<file path="config.mk">
export PLATFORM = sky130hd
export DESIGN_NAME = md5_step_sequencer
export DESIGN_NICKNAME = d
export VERILOG_FILES = /design/src/rtl/md5_pkg.sv /design/src/rtl/md5_step.sv /design/src/rtl/md5_step_sequencer.sv
export SDC_FILE = /design/constraint.sdc
export NUM_CORES = 2
export LEC_CHECK = 0
export CORE_AREA = 2 2 297 299
export CTS_CLUSTER_DIAMETER = 50
export DETAILED_ROUTE_END_ITERATION = 12
export DIE_AREA = 0 0 299 301
export HOLD_SLACK_MARGIN = 0.12
export PLACE_DENSITY = 0.93
export SYNTH_ARGS = -nofsm -noshare
export SYNTH_HDL_FRONTEND = slang
export SYNTH_HIERARCHICAL = 1
export SYNTH_SLANG_ARGS = --single-unit
</file>
<file path="constraint.sdc">
create_clock -name clk -period 14.3 [get_ports clk]
set_input_delay 3.575 -clock clk [delete_from_list [all_inputs] [get_ports clk]]
set_output_delay 3.575 -clock clk [all_outputs]
set_load 0.01 [all_outputs]
</file>
<file path="src/rtl/md5_pkg.sv">
// md5_pkg
// Shared MD5 definitions for the step sequencer and its step datapath:
//   - md5_state_t : sequencer states (IDLE, RUN, FINAL)
//   - T_TABLE     : 64 additive constants, floor(2^32 * |sin(i+1)|)
//   - ROT_TABLE   : 16 rotate amounts indexed by {round, step[1:0]}
//   - word_index  : message word selection for a given step
//   - WORD_W / DIGEST_W : word and digest widths
package md5_pkg;

   localparam int WORD_W   = 32;
   localparam int DIGEST_W = 128;

   typedef enum logic [1:0] {
      ST_IDLE,
      ST_RUN,
      ST_FINAL
   } md5_state_t;

   localparam logic [31:0] T_TABLE [64] = '{
      32'hd76aa478, 32'he8c7b756, 32'h242070db, 32'hc1bdceee,
      32'hf57c0faf, 32'h4787c62a, 32'ha8304613, 32'hfd469501,
      32'h698098d8, 32'h8b44f7af, 32'hffff5bb1, 32'h895cd7be,
      32'h6b901122, 32'hfd987193, 32'ha679438e, 32'h49b40821,
      32'hf61e2562, 32'hc040b340, 32'h265e5a51, 32'he9b6c7aa,
      32'hd62f105d, 32'h02441453, 32'hd8a1e681, 32'he7d3fbc8,
      32'h21e1cde6, 32'hc33707d6, 32'hf4d50d87, 32'h455a14ed,
      32'ha9e3e905, 32'hfcefa3f8, 32'h676f02d9, 32'h8d2a4c8a,
      32'hfffa3942, 32'h8771f681, 32'h6d9d6122, 32'hfde5380c,
      32'ha4beea44, 32'h4bdecfa9, 32'hf6bb4b60, 32'hbebfbc70,
      32'h289b7ec6, 32'heaa127fa, 32'hd4ef3085, 32'h04881d05,
      32'hd9d4d039, 32'he6db99e5, 32'h1fa27cf8, 32'hc4ac5665,
      32'hf4292244, 32'h432aff97, 32'hab9423a7, 32'hfc93a039,
      32'h655b59c3, 32'h8f0ccc92, 32'hffeff47d, 32'h85845dd1,
      32'h6fa87e4f, 32'hfe2ce6e0, 32'ha3014314, 32'h4e0811a1,
      32'hf7537e82, 32'hbd3af235, 32'h2ad7d2bb, 32'heb86d391
   };

   localparam logic [4:0] ROT_TABLE [16] = '{
      5'd7, 5'd12, 5'd17, 5'd22,
      5'd5, 5'd9,  5'd14, 5'd20,
      5'd4, 5'd11, 5'd16, 5'd23,
      5'd6, 5'd10, 5'd15, 5'd21
   };

   // The per-round index formulas only depend on i mod 16, so the arithmetic
   // is done in 4 bits and the mod 16 falls out of the truncation.
   function automatic logic [3:0] word_index(input logic [5:0] i);
      logic [3:0] j;
      j = i[3:0];
      case (i[5:4])
         2'd0:    word_index = j;
         2'd1:    word_index = j * 4'd5 + 4'd1;
         2'd2:    word_index = j * 4'd3 + 4'd5;
         default: word_index = j * 4'd7;
      endcase
   endfunction

endpackage

</file>
<file path="src/rtl/md5_step.sv">
// md5_step
// One combinational MD5 step: new B = B + rotl(A + fn(B,C,D) + X + T, s),
// with the usual register rotation A<=D, C<=B, D<=C.
// Ports:
//   a, b, c, d     in  32  current working state
//   x              in  32  selected message word
//   t              in  32  step constant
//   s              in  5   rotate-left amount
//   round          in  2   selects F / G / H / I
//   a_next..d_next out 32  working state after this step
module md5_step
   import md5_pkg::*;
(
   input  logic [WORD_W-1:0] a,
   input  logic [WORD_W-1:0] b,
   input  logic [WORD_W-1:0] c,
   input  logic [WORD_W-1:0] d,
   input  logic [WORD_W-1:0] x,
   input  logic [WORD_W-1:0] t,
   input  logic [4:0]        s,
   input  logic [1:0]        round,
   output logic [WORD_W-1:0] a_next,
   output logic [WORD_W-1:0] b_next,
   output logic [WORD_W-1:0] c_next,
   output logic [WORD_W-1:0] d_next
);

   logic [WORD_W-1:0]   fn;
   logic [WORD_W-1:0]   sum;
   logic [2*WORD_W-1:0] rot_wide;

   // Boolean function for the round, then the four-way mod 2^32 sum and the
   // rotate. The rotate shifts a doubled copy of the sum left so the bits
   // falling off the top reappear at the bottom of the upper half.
   always_comb begin
      case (round)
         2'd0:    fn = (b & c) | (~b & d);
         2'd1:    fn = (b & d) | (c & ~d);
         2'd2:    fn = b ^ c ^ d;
         default: fn = c ^ (b | ~d);
      endcase
      sum      = a + fn + x + t;
      rot_wide = {sum, sum} << s;
      b_next   = b + rot_wide[2*WORD_W-1:WORD_W];
   end

   assign a_next = d;
   assign c_next = b;
   assign d_next = c;

endmodule

</file>
<file path="src/rtl/md5_step_sequencer.sv">
// md5_step_sequencer
// Runs one 512-bit MD5 block compression as 64 single-cycle steps through a
// shared md5_step datapath, then publishes the digest with a one-cycle done.
// Ports:
//   clk        in  1    rising-edge clock
//   rst_n      in  1    asynchronous active-low reset
//   start      in  1    begin compression (sampled only in IDLE)
//   abort      in  1    synchronous abort back to IDLE, no done
//   msg_block  in  512  X[k] = msg_block[32k+31:32k]
//   chain_in   in  128  {D,C,B,A} initial chaining value
//   busy       out 1    high while RUN or FINAL
//   done       out 1    one-cycle pulse when digest updates
//   digest     out 128  {D,C,B,A} result, held until the next done
// Build option: define MD5_CHAIN_ADD_EN to add the latched chaining value to
// the final state (full compression); otherwise the raw final A..D is output.
module md5_step_sequencer
   import md5_pkg::*;
(
   input  logic                clk,
   input  logic                rst_n,
   input  logic                start,
   input  logic                abort,
   input  logic [511:0]        msg_block,
   input  logic [DIGEST_W-1:0] chain_in,
   output logic                busy,
   output logic                done,
   output logic [DIGEST_W-1:0] digest
);

   md5_state_t          state;
   logic [5:0]          step;
   logic [WORD_W-1:0]   a, b, c, d;
   logic [511:0]        msg_q;
   logic [WORD_W-1:0]   a_nx, b_nx, c_nx, d_nx;
   logic [3:0]          k_idx;
   logic [WORD_W-1:0]   x_word;
   logic [DIGEST_W-1:0] final_digest;

`ifdef MD5_CHAIN_ADD_EN
   logic [DIGEST_W-1:0] chain_q;
`endif

   // Per-step selection of message word, constant and rotate amount, all
   // driven straight from the step counter.
   always_comb begin
      k_idx  = word_index(step);
      x_word = msg_q[{k_idx, 5'd0} +: WORD_W];
   end

   md5_step u_step (
      .a      (a),
      .b      (b),
      .c      (c),
      .d      (d),
      .x      (x_word),
      .t      (T_TABLE[step]),
      .s      (ROT_TABLE[{step[5:4], step[1:0]}]),
      .round  (step[5:4]),
      .a_next (a_nx),
      .b_next (b_nx),
      .c_next (c_nx),
      .d_next (d_nx)
   );

   // Value published in FINAL; the chaining add is optional because some
   // systems do it downstream of this block.
`ifdef MD5_CHAIN_ADD_EN
   always_comb begin
      final_digest = {chain_q[127:96] + d, chain_q[95:64] + c,
                      chain_q[63:32]  + b, chain_q[31:0]  + a};
   end
`else
   always_comb begin
      final_digest = {d, c, b, a};
   end
`endif

   // Main sequencer. done defaults low every cycle so it can only ever be a
   // single-cycle pulse out of FINAL. abort wins over start even in IDLE.
   always_ff @(posedge clk or negedge rst_n) begin
      if (!rst_n) begin
         state  <= ST_IDLE;
         step   <= 6'd0;
         a      <= '0;
         b      <= '0;
         c      <= '0;
         d      <= '0;
         msg_q  <= '0;
`ifdef MD5_CHAIN_ADD_EN
         chain_q <= '0;
`endif
         busy   <= 1'b0;
         done   <= 1'b0;
         digest <= '0;
      end else begin
         done <= 1'b0;
         case (state)
            ST_IDLE: begin
               if (start && !abort) begin
                  msg_q <= msg_block;
`ifdef MD5_CHAIN_ADD_EN
                  chain_q <= chain_in;
`endif
                  a     <= chain_in[31:0];
                  b     <= chain_in[63:32];
                  c     <= chain_in[95:64];
                  d     <= chain_in[127:96];
                  step  <= 6'd0;
                  busy  <= 1'b1;
                  state <= ST_RUN;
               end
            end
            ST_RUN: begin
               if (abort) begin
                  busy  <= 1'b0;
                  state <= ST_IDLE;
               end else begin
                  a    <= a_nx;
                  b    <= b_nx;
                  c    <= c_nx;
                  d    <= d_nx;
                  step <= step + 6'd1;
                  if (step == 6'd63) begin
                     state <= ST_FINAL;
                  end
               end
            end
            ST_FINAL: begin
               if (!abort) begin
                  digest <= final_digest;
                  done   <= 1'b1;
               end
               busy  <= 1'b0;
               state <= ST_IDLE;
            end
            default: begin
               busy  <= 1'b0;
               state <= ST_IDLE;
            end
         endcase
      end
   end

endmodule

</file>
==> flow_results.xml <==
<?xml version="1.0" encoding="UTF-8"?>
<metrics>
  <group name="drt">
    <metric name="final_wl" unit="um">192100</metric>
    <metric name="drc_errors" unit="">0</metric>
    <metric name="dr.first_iter.drc_count" unit="">5798</metric>
    <metric name="drt_pre_antenna_iters" unit="">7</metric>
    <metric name="final_antenna_net_count" unit="">0</metric>
    <metric name="via_per_inst" unit="">6.496</metric>
    <metric name="num_vias" unit="">42723</metric>
    <metric name="route.detailed.wl_per_inst" unit="um">29.21</metric>
  </group>
  <group name="place">
    <metric name="io_buffer_count" unit="">773</metric>
    <metric name="dp_hpwl" unit="um">139900</metric>
    <metric name="dp_cells" unit="">6350</metric>
    <metric name="place_congestion" unit="">1.030</metric>
    <metric name="dp_worst_setup_slack" unit="ns">2.605</metric>
  </group>
  <group name="logic_synthesis">
    <metric name="syn-mean-instance-area" unit="um2">9.940</metric>
    <metric name="synthesized_instance_count" unit="">4770</metric>
    <metric name="yosysWarningCount" unit="">6</metric>
    <metric name="synth.most_common_cell" unit="">sky130_fd_sc_hd__dfrtp_1</metric>
    <metric name="cell_type_with_the_highest_aggregate_area_in_the_netlist" unit="">sky130_fd_sc_hd__dfrtp_1</metric>
    <metric name="ys.flop_type" unit="">sky130_fd_sc_hd__dfrtp_1</metric>
    <metric name="synth_cell_types" unit="">90</metric>
    <metric name="ys_async_sr_fraction" unit="">1.000</metric>
    <metric name="synthTopCellsByCount" unit="">778 x sky130_fd_sc_hd__dfrtp_1, 659 x sky130_fd_sc_hd__mux2_2, 608 x sky130_fd_sc_hd__nor2_1</metric>
    <metric name="syn-num-nets" unit="">5573</metric>
    <metric name="register_area_share_after_synthesis" unit="">0.4106</metric>
    <metric name="post_synth_instance_area" unit="um2">47410</metric>
    <metric name="synth.area.top_cells" unit="">sky130_fd_sc_hd__dfrtp_1 41%, sky130_fd_sc_hd__mux2_2 16%, sky130_fd_sc_hd__nor2_1 4.8%</metric>
    <metric name="synth_enable_flop_cells" unit="">0</metric>
    <metric name="yosys_register_bits" unit="">778</metric>
    <metric name="synth.top_cell.area_share" unit="">0.4106</metric>
  </group>
  <group name="global_route">
    <metric name="vias_in_the_first_global_route" unit="">42028</metric>
    <metric name="grt_start_max_net_pins" unit="">192</metric>
    <metric name="antenna_found_initial" unit="">68</metric>
    <metric name="gr-usage-all-layers" unit="">0.4120</metric>
    <metric name="first_pass_grt_wire_length" unit="um">274600</metric>
    <metric name="grt.overflow.total" unit="">0</metric>
  </group>
  <group name="timing">
    <metric name="timing_max_transition_violations_final" unit="">0</metric>
    <metric name="layout_min_cycle_time" unit="ns">12.09</metric>
    <metric name="setup_tns" unit="ns">0</metric>
    <metric name="rsz0062_at_grt" unit="">false</metric>
    <metric name="setup_violations" unit="">0</metric>
    <metric name="timing.final.ws_setup" unit="ns">2.212</metric>
    <metric name="final.period_utilization" unit="">0.8453</metric>
    <metric name="hold_viol_final" unit="">0</metric>
    <metric name="timing.max_slew.rel_slack" unit="">0.1907</metric>
    <metric name="finalClockSkew" unit="ns">0.07286</metric>
    <metric name="timing_worst_slew_pin_value" unit="ns">1.211</metric>
    <metric name="maxClockFrequency" unit="MHz">82.72</metric>
  </group>
  <group name="clock_network">
    <metric name="post_cts.repair.setup_buffers" unit="">0</metric>
    <metric name="hold_buffers" unit="">0</metric>
    <metric name="clk_path_buf_depth" unit="">3</metric>
    <metric name="cts_htree_levels" unit="">3</metric>
    <metric name="numCtsBuffers" unit="">89</metric>
    <metric name="tritoncts" unit="">done</metric>
    <metric name="clock_tree.root_cell" unit="">sky130_fd_sc_hd__clkbuf_16</metric>
    <metric name="cts_num_sinks" unit="">778</metric>
    <metric name="cts.clk_slew.worst_paths" unit="ns">0.06</metric>
    <metric name="clock_insertion_delay_at_the_later_pin_of_the_skew_report" unit="ns">0.71</metric>
    <metric name="cts.repair.resized" unit="">0</metric>
  </group>
  <group name="power">
    <metric name="net-switching-power" unit="W">0.008736</metric>
    <metric name="seq_power_share" unit="">0.173</metric>
    <metric name="cellInternalPower" unit="W">0.009003</metric>
    <metric name="p_leak" unit="nW">24.89</metric>
    <metric name="comb_power_share" unit="">0.687</metric>
    <metric name="p_sw_frac" unit="">0.4925</metric>
    <metric name="max_ir_drop_vdd" unit="uV">362.7</metric>
    <metric name="powerDensity" unit="nW/um2">302.8</metric>
    <metric name="clock_power_share" unit="">0.140</metric>
  </group>
  <group name="die">
    <metric name="floorplan.core_area" unit="um2">86480</metric>
    <metric name="die_x" unit="um">299</metric>
    <metric name="die_h" unit="um">301</metric>
    <metric name="initial_utilization" unit="">0.5482</metric>
    <metric name="num_io_pins" unit="">774</metric>
    <metric name="rows" unit="">108</metric>
    <metric name="dieArea" unit="um2">90000</metric>
  </group>
  <group name="layout">
    <metric name="nFillCells" unit="">5922</metric>
    <metric name="drive_above_1_share" unit="">0.1833</metric>
    <metric name="finalNonFillerCells" unit="">6577</metric>
    <metric name="multi_input_comb_area" unit="um2">25110</metric>
    <metric name="sequential_cell_area" unit="um2">19480</metric>
    <metric name="areaGrowthSynthToFinish" unit="%">23.57</metric>
    <metric name="nets" unit="">6089</metric>
  </group>
  <group name="hold_path">
    <metric name="hold_critical_path_depth" unit="">1</metric>
    <metric name="hold_crit_path_type" unit="">flip-flop to flip-flop</metric>
  </group>
  <group name="setup_path">
    <metric name="crit_required" unit="ns">14.88</metric>
    <metric name="worst_path_dominant_cell_family" unit="">compound AO/OA/AOI/OAI gates</metric>
    <metric name="critical_path.endpoint_type" unit="">flip-flop</metric>
    <metric name="timing.critical_path.depth" unit="">42</metric>
    <metric name="cpMaxStageDelayCell" unit="">sky130_fd_sc_hd__mux4_4</metric>
    <metric name="reg2regPathDepth" unit="">42</metric>
    <metric name="critical_path.n_buffers_inverters" unit="">7</metric>
    <metric name="crit_path_max_fanout" unit="">53</metric>
    <metric name="cp_data_arrival_time" unit="ns">12.67</metric>
    <metric name="crit_type" unit="">flip-flop to flip-flop</metric>
    <metric name="worst_path_largest_cell_delay" unit="ns">0.78</metric>
    <metric name="timing.critical_path.from_type" unit="">flip-flop</metric>
  </group>
  <group name="outcome">
    <metric name="run_status" unit="">complete, no violations</metric>
  </group>
  <group name="job">
    <metric name="max_cap_violations" unit="">0</metric>
  </group>
</metrics>
## state kept, by name, summed over array words and instances (netlist names)
signal,cells
state,2
d,32
a,32
digest,128
done,1
msg_q,512
busy,1
step,6
b,32
c,32
## cells by family after synthesis
logic type / Yosys count / share of synthesized area
simple gates: 1185 / 0.1055
buf+inv: 619 / 0.06165
fa+ha+maj: 191 / 0.05919
mux: 904 / 0.2177
flops: 778 / 0.4106
xor+xnor: 102 / 0.01884
compound gates: 991 / 0.1264
## worst register-to-register path: cells and delay by family (launching register included)
family                     cells  cell delay (ns)
and+or+nand+nor                7             1.51
adders and majority gates      7             2.78
xor gates and xnor gates       1             0.15
AOI/OAI and AO/OA             14             3.57
buffers and inverters          7             1.58
DFF                            1             0.33
muxes                          6             2.08
## worst paths after layout
path,start,slack [ns],end
min in group asynchronous,rst_n,2.97,msg_q[141]$_DFFE_PN0P_
worst min register to register,digest[87]$_DFFE_PN0P_,0.50,digest[87]$_DFFE_PN0P_
worst max register to register,step[0]$_DFFE_PN0P_,2.21,b[30]$_DFFE_PN0P_
worst min-delay path,digest[87]$_DFFE_PN0P_,0.50,digest[87]$_DFFE_PN0P_
worst max-delay path,step[0]$_DFFE_PN0P_,2.21,b[30]$_DFFE_PN0P_
max in group asynchronous,rst_n,8.89,msg_q[368]$_DFFE_PN0P_
## metal layers
metal	GRT usage	vias to the layer above	wire, um
li1	-	17818	-
met5	0	-	181
met4	0.3199	24	17440
met2	0.6297	3221	84980
met1	0.4940	20840	66810
met3	0.1152	820	22660
## power groups by stage
stage               logic [W]  clock network, W  registers (W)
floorplan             0.00860                 0        0.00285
global placement       0.0115                 0        0.00305
detailed placement     0.0117                 0        0.00308
CTS                    0.0118           0.00247        0.00305
global route           0.0131           0.00257        0.00310
finish                 0.0122           0.00247        0.00308
## area by class of cell
cell class / count / share of cell area
multi-input cells: 3373 / 0.4286
flip-flops and latches: 778 / 0.3325
repair buffers: 850 / 0.1444
clock buffers: 115 / 0.04243
well taps: 1155 / 0.02467
clock inverters: 53 / 0.01245
inverters: 194 / 0.01243
diodes: 59 / 0.002520
## layout by cell type (no fill, tap or decap), types with 74 or more instances in the layout
cell,instances
sky130_fd_sc_hd__clkdlybuf4s50_1,772
sky130_fd_sc_hd__clkbuf_16,90
sky130_fd_sc_hd__dfrtp_1,774
sky130_fd_sc_hd__inv_1,186
sky130_fd_sc_hd__a21oi_1,168
sky130_fd_sc_hd__nand4_1,74
sky130_fd_sc_hd__nor2_1,607
sky130_fd_sc_hd__nand2_1,312
sky130_fd_sc_hd__o21ai_0,371
sky130_fd_sc_hd__mux2i_1,207
sky130_fd_sc_hd__ha_1,93
sky130_fd_sc_hd__o21ai_1,125
sky130_fd_sc_hd__mux2_2,659
## per-stage QoR
stage	hold WS, ns	util	area (um2)	power (W)
after floorplan	0.4545	-	47410	0.01145
after global placement	0.4833	0.6386	55220	0.01459
after detailed placement	0.4953	0.6386	55220	0.01478
after CTS	0.5067	0.6757	58440	0.01735
after global routing	0.5192	0.6770	58550	0.01872
final	0.5050	0.6774	58590	0.01774
Power figures use the tool's default switching activity.
